`config.mk`:
```
export PLATFORM = sky130hd
export DESIGN_NAME = cnt_code_decode
export DESIGN_NICKNAME = d
export VERILOG_FILES = /design/src/rtl/cnt_chk_pkg.sv /design/src/rtl/cnt_code_decode.sv
export SDC_FILE = /design/constraint.sdc
export NUM_CORES = 1
export LEC_CHECK = 0
export CORE_AREA = 10 10 47 49
export DETAILED_ROUTE_END_ITERATION = 8
export DIE_AREA = 0 0 57 59
export GPL_ROUTABILITY_DRIVEN = 0
export PLACE_DENSITY = 0.51
export SLEW_MARGIN = 15
export SYNTH_ARGS = -nofsm -noshare
export SYNTH_HDL_FRONTEND = slang
export SYNTH_SLANG_ARGS = --single-unit
```
`constraint.sdc`:
```
create_clock -name vclk -period 2.7
set_input_delay 0.81 -clock vclk [all_inputs]
set_output_delay 0.81 -clock vclk [all_outputs]
set_load 0.1 [all_outputs]
```
`src/rtl/cnt_chk_pkg.sv`:
```
// Shared encodings for the counter-sequence checker: code modes, FSM states,
// per-mode modulus and the johnson code table.
package cnt_chk_pkg;

    typedef enum logic [1:0] {
        MODE_BIN  = 2'b00,
        MODE_RING = 2'b01,
        MODE_JOHN = 2'b10,
        MODE_RSVD = 2'b11
    } mode_e;

    typedef enum logic [1:0] {
        HUNT = 2'd0,
        ACQ  = 2'd1,
        LOCK = 2'd2
    } state_e;

    // Modulus needs 5 bits so binary mode can hold 16.
    localparam logic [4:0] MOD_BIN  = 5'd16;
    localparam logic [4:0] MOD_RING = 5'd4;
    localparam logic [4:0] MOD_JOHN = 5'd8;

    localparam logic [3:0] JOHNSON_TBL [8] = '{
        4'b0000, 4'b0001, 4'b0011, 4'b0111,
        4'b1111, 4'b1110, 4'b1100, 4'b1000
    };

endpackage

```
`src/rtl/cnt_code_decode.sv`:
```
// Combinational decode of a 4-bit counter code into sequence index, legality
// flag and the modulus of the selected code type.
module cnt_code_decode
    import cnt_chk_pkg::*;
(
    input  logic [1:0] mode,
    input  logic [3:0] code,
    output logic [3:0] index,
    output logic       legal,
    output logic [4:0] modulus
);

    always_comb begin
        index   = 4'd0;
        legal   = 1'b0;
        modulus = MOD_BIN;
        case (mode_e'(mode))
            MODE_BIN: begin
                index   = code;
                legal   = 1'b1;
                modulus = MOD_BIN;
            end
            MODE_RING: begin
                modulus = MOD_RING;
                case (code)
                    4'b0001: begin index = 4'd0; legal = 1'b1; end
                    4'b0010: begin index = 4'd1; legal = 1'b1; end
                    4'b0100: begin index = 4'd2; legal = 1'b1; end
                    4'b1000: begin index = 4'd3; legal = 1'b1; end
                    default: ;
                endcase
            end
            MODE_JOHN: begin
                modulus = MOD_JOHN;
                for (int k = 0; k < 8; k++) begin
                    if (code == JOHNSON_TBL[k]) begin
                        index = 4'(k);
                        legal = 1'b1;
                    end
                end
            end
            default: ;
        endcase
    end

endmodule

```
==> results of run 1 <==
==> cells in the final DEF, fill, tap and decap left out, drive strengths merged, types with 2 or more instances in the layout <==
master  synthesis  layout
buf             6      29
nand2           4       4
a21oi           4       4
inv             4       4
ha              4       4
nor2            3       3
xor2            2       2
nor4b           2       2
a211o           2       2
conb            1       2
==> synthesized netlist by cell type, types with 2 or more instances <==
library cell,n,area share [%]
sky130_fd_sc_hd__buf_6,4,13
sky130_fd_sc_hd__ha_1,4,15
sky130_fd_sc_hd__nand2_1,4,4.4
sky130_fd_sc_hd__a21oi_1,3,4.4
sky130_fd_sc_hd__inv_1,3,3.3
sky130_fd_sc_hd__a211o_1,2,5.1
sky130_fd_sc_hd__buf_4,2,4.4
sky130_fd_sc_hd__nor2_1,2,2.2
sky130_fd_sc_hd__nor4b_2,2,8.8
sky130_fd_sc_hd__xor2_1,2,5.1
==> stage by stage <==
stage / instances / setup TNS (ns) / total power, mW / instance area [um2] / worst slack [ns]
after floorplan: 46 / -0.6589 / 0.1302 / 452.9 / -0.2879
after detailed placement: 84 / -2.395 / 0.1974 / 763.2 / -0.4933
final: 86 / 0 / 0.2058 / 810.8 / 0.03964
after global routing: 86 / -0.03164 / 0.2148 / 810.8 / -0.01899
after CTS: 85 / 0 / 0.2000 / 770.7 / 0.008423
after global placement: 84 / -2.423 / 0.1970 / 763.2 / -0.5221
==> layer usage <==
metal  wire length, um  share of wire (%)  up-vias
met1               441                 39      179
met4                 0                  0        0
met5                 0                  0        -
met2               574                 51       12
li1                  -                  -      204
met3               114                 10        0
==> worst max-delay path, stage by stage <==
cell	delay (ns)
sky130_fd_sc_hd__buf_12	0.12
sky130_fd_sc_hd__inv_12	0.04
sky130_fd_sc_hd__ha_4	0.13
sky130_fd_sc_hd__nor2b_4	0.15
sky130_fd_sc_hd__nor3b_4	0.19
sky130_fd_sc_hd__a21oi_2	0.07
sky130_fd_sc_hd__a21oi_4	0.15
sky130_fd_sc_hd__buf_12	0.19
==> timing repair <==
| action | CTS | global route |
|---|---|---|
| gates resized for setup | 40 | 6 |
| endpoints found under the setup margin | 8 | 3 |
| buffers inserted | 2 | 1 |
| hold buffers | 0 | 0 |
| pin swaps | 11 | 2 |
| cloned | 1 | 0 |
==> path summary, 6_finish.rpt <==
| kind | start | end | slack [ns] | depth (start not counted) |
|---|---|---|---|---|
| setup / recovery | mode[1] | index[0] | 0.04 | 8 |
| hold / removal | mode[1] | modulus[4] | 2.11 | 5 |
==> report_power, final <==
part           internal, mW  total, mW  switching (mW)
logic                0.0805      0.206           0.125
registers                 0          0               0
clock network             0          0               0
total                0.0805      0.206           0.125
==> final cells by class <==
cell class	count	area, um2	area share (%)
well taps	16	20.02	2.469
repair buffers	30	352.8	43.52
inverters	4	40.04	4.938
multi-input cells	36	397.9	49.07
==> kinds of logic (layout without fill, tap and decap cells) <==
group,Yosys count,after routing,synth area share [%]
AND/OR/NAND/NOR,15,15,29.57
AO/OA/AOI/OAI,12,12,25.18
XOR/XNOR,3,3,7.666
other,1,2,1.094
adder cells (fa/ha/maj),4,4,14.60
buffers and inverters,10,34,21.89
==> metrics.log, run 1 <==
[metrics] run status: complete, no violations
[metrics] drt wl/cell: ~13 um
[metrics] initial DRC count: 1
[metrics] final worst path period need: 2.660 ns
[metrics] total global-route track usage: 6.422%
[metrics] timing-limited maximum frequency: 0.3759 GHz
[metrics] height of the die: 59 um
[metrics] number of fillers in the final layout: 129
[metrics] max-slew violation count: 0
[metrics] port buffer count: 14
[metrics] unrepaired setup endpoints after global routing: yes
[metrics] Clock buffer cells: 0
[metrics] synth unique cells: 27
[metrics] share of the yosys chip area belonging to registers: 0%
[metrics] total global routing overflow: 0
[metrics] vias in the first global route: 432
[metrics] required arrival time at the worst endpoint: 1.89 ns
[metrics] met1 track demand over resource: 7.311%
[metrics] final HPWL from detailed placement: approximately 860 um
[metrics] Worst Hold Class: input pin to output port
[metrics] fraction of layout instances using a drive strength above 1: about three quarters
[metrics] largest fanout of any net on the critical path: 4
[metrics] final clock period utilization by the worst path: 98.53%
[metrics] synthesized instance count: 45
[metrics] YS warnings: 0
[metrics] met2 Resource Use GR: 11.47%
[metrics] busiest grt layer: met2
[metrics] utilization after layout: 57.86%
[metrics] data arrival time of the critical path: 1.85 ns
[metrics] P per Cell Area: between 200 and 300 mW/mm2
[metrics] number of top-level pins: 16
[metrics] leakage power of the design: 0.3445 nW
[metrics] total wirelength of the detailed-routed design: 1.129 mm
[metrics] worst slack on hold paths: 2.110 ns
[metrics] initial antenna violation count: 0
[metrics] start-to-end type of the worst setup path: input pin to output port
[metrics] starting utilization of the core area: 24.46%
[metrics] horizontal die dimension: 57 um
[metrics] post-detailed-route via-to-cell ratio: ~4.6
[metrics] met3 usage: 2.790%
[metrics] max_cap viols: 0
[metrics] Total Nets Final: slightly above 80
[metrics] antenna viol nets, final: 0
[metrics] overall die area: 0.003363 mm2
[metrics] Setup crit start kind: input pin
[metrics] area of all sequential standard cells: 0 um2
[metrics] pin count of the biggest net entering global routing: 9
[metrics] row cnt: 14
[metrics] CORE AREA: 0.001401 mm2
[metrics] summed instance area of the synthesized netlist: 342.8 um2
[metrics] P&R area growth vs syn: 136.5%
[metrics] sort of element at the end of the critical path: output port
[metrics] synthesized area divided by synthesized cell count: 7.618 um2
[metrics] wire length of the first global-routing pass: 1.904 mm
[metrics] final hold vios: 0
[metrics] final number of setup-violating endpoints: 0
[metrics] count of inserted antenna diode cells: 0
[metrics] number of remaining DRC errors: 0
[metrics] first-pass iteration count of the detailed router: 2
[metrics] VDD IR-drop max: approximately 0.00012 V
[metrics] via total after detailed routing: 395
[metrics] layout sequential cell count: 0
No activity file was read; power rests on OpenSTA's default activity.
==> inputs of run 2 (changes only) <==
--- a/config.mk
+++ b/config.mk
@@ -9,6 +9,7 @@
 export DETAILED_ROUTE_END_ITERATION = 8
 export DIE_AREA = 0 0 57 59
 export GPL_ROUTABILITY_DRIVEN = 0
+export MAX_ROUTING_LAYER = met4
 export PLACE_DENSITY = 0.51
 export SLEW_MARGIN = 15
 export SYNTH_ARGS = -nofsm -noshare
==> metrics.log, run 2 (same netlist as run 1, synthesis figures left out) <==
[metrics] run status: complete, no violations
[metrics] final worst-path setup slack: between 0.03 and 0.04 ns
[metrics] final clock period utilization by the worst path: 98.53%
[metrics] overall die area: 0.003363 mm2
[metrics] leakage power of the design: 0.3445 nW
[metrics] layout sequential cell count: 0
[metrics] first-pass iteration count of the detailed router: 2
[metrics] total global routing overflow: 0
[metrics] met1 track demand over resource: 8.019%
[metrics] worst slack after detailed placement: -0.4933 ns
[metrics] antenna viol nets, final: 0
[metrics] starting utilization of the core area: 24.46%
[metrics] busiest grt layer: met2
[metrics] Clock buffer cells: 0
[metrics] CORE AREA: 0.001401 mm2
[metrics] most used cells in the layout excluding fill and tap cells: 11 x sky130_fd_sc_hd__buf_4, 9 x sky130_fd_sc_hd__buf_12, 6 x sky130_fd_sc_hd__buf_6
[metrics] total global-route track usage: 6.602%
[metrics] final number of setup-violating endpoints: 0
[metrics] Total Nets Final: about 80
[metrics] count of inserted antenna diode cells: 0
[metrics] final hold vios: 0
[metrics] total wirelength of the detailed-routed design: 1.125 mm
[metrics] final cell count without fillers: 86
[metrics] setup total negative slack: 0 ns
[metrics] cell count after placement: 84
[metrics] final worst path period need: 2.660 ns
[metrics] fraction of layout instances using a drive strength above 1: 74.29%
[metrics] height of the die: 59 um
[metrics] vias in the first global route: 435
[metrics] Setup crit start kind: input pin
[metrics] horizontal die dimension: 57 um
[metrics] utilization after layout: around 58%
[metrics] most frequent standard cell in the layout excluding fill and tap cells: sky130_fd_sc_hd__buf_4
[metrics] met2 Resource Use GR: a little under an eighth
[metrics] number of remaining DRC errors: 0
[metrics] VDD IR-drop max: 0.0001211 V
[metrics] via total after detailed routing: 395
[metrics] required arrival time at the worst endpoint: 1.89 ns
[metrics] port buffer count: 14
[metrics] pin count of the biggest net entering global routing: 9
[metrics] number of cells traversed by the worst hold path: 5
[metrics] timing-limited maximum frequency: 0.3759 GHz
[metrics] wire length of the first global-routing pass: 1.904 mm
[metrics] number of top-level pins: 16
[metrics] sort of element at the end of the critical path: output port
[metrics] max-slew violation count: 0
[metrics] data arrival time of the critical path: 1.85 ns
[metrics] P&R area growth vs syn: 136.5%
[metrics] largest fanout of any net on the critical path: 4
[metrics] initial DRC count: 1
[metrics] start-to-end type of the worst setup path: input pin to output port
[metrics] unrepaired setup endpoints after global routing: yes
[metrics] drt wl/cell: 13.08 um
[metrics] area of all sequential standard cells: 0 um2
[metrics] initial antenna violation count: 0
[metrics] post-detailed-route via-to-cell ratio: between 4 and 5
[metrics] max_cap viols: 0
[metrics] Worst Hold Class: input pin to output port
[metrics] P per Cell Area: 253.7 mW/mm2
[metrics] row cnt: 14
[metrics] met3 usage: 1.502%
[metrics] final HPWL from detailed placement: 859 um
run 2: cell counts in the layout (fill, tap and decap cells not counted):
Identical to the previous run, type by type.
run 2: worst paths after layout:
check                from         end
setup / recovery  mode[1]    index[0]
hold / removal    mode[1]  modulus[4]
run 2: metal layers:
layer	part of all wire, %	up-vias	wire [um]
met2	51	12	574
met4	0	0	0
li1	-	204	-
met1	42	179	476
met3	6.7	0	75
met5	0	-	0
run 2: critical path, cell delays in order:
cell	delay [ns]
sky130_fd_sc_hd__buf_12	0.12
sky130_fd_sc_hd__inv_12	0.04
sky130_fd_sc_hd__ha_4	0.13
sky130_fd_sc_hd__nor2b_4	0.15
sky130_fd_sc_hd__nor3b_4	0.19
sky130_fd_sc_hd__a21oi_2	0.07
sky130_fd_sc_hd__a21oi_4	0.15
sky130_fd_sc_hd__buf_12	0.19
run 2: final cells by class:
type | count | area (um2)
fill | 129 | 590.6
inverter | 4 | 40.04
multi-input combinational | 36 | 397.9
tap | 16 | 20.02
timing repair buffer | 30 | 352.8
run 2: power by group:
group,switching (mW),internal [mW]
Sequential,0,0
Clock,0,0
Combinational,0.125,0.0805
run 2: what timing repair did:
| action | 4_1_cts | 5_1_grt |
|---|---|---|
| buffers inserted | 2 | 1 |
| pin swaps | 11 | 2 |
| setup endpoints to repair | 8 | 3 |
| hold buffers | 0 | 0 |
| gates cloned | 1 | 0 |
| resized for setup | 40 | 6 |
| hold endpoints to repair | 0 | 0 |
run 2: stage by stage:
step / power, mW / area, um2 / hold slack (ns)
finish: 0.2057 / 810.8 / 2.111
detailed placement: 0.1974 / 763.2 / 2.601
CTS: 0.2000 / 770.7 / 2.121
global placement: 0.1970 / 763.2 / 2.600
global route: 0.2146 / 810.8 / 2.131
floorplan: 0.1302 / 452.9 / 1.868
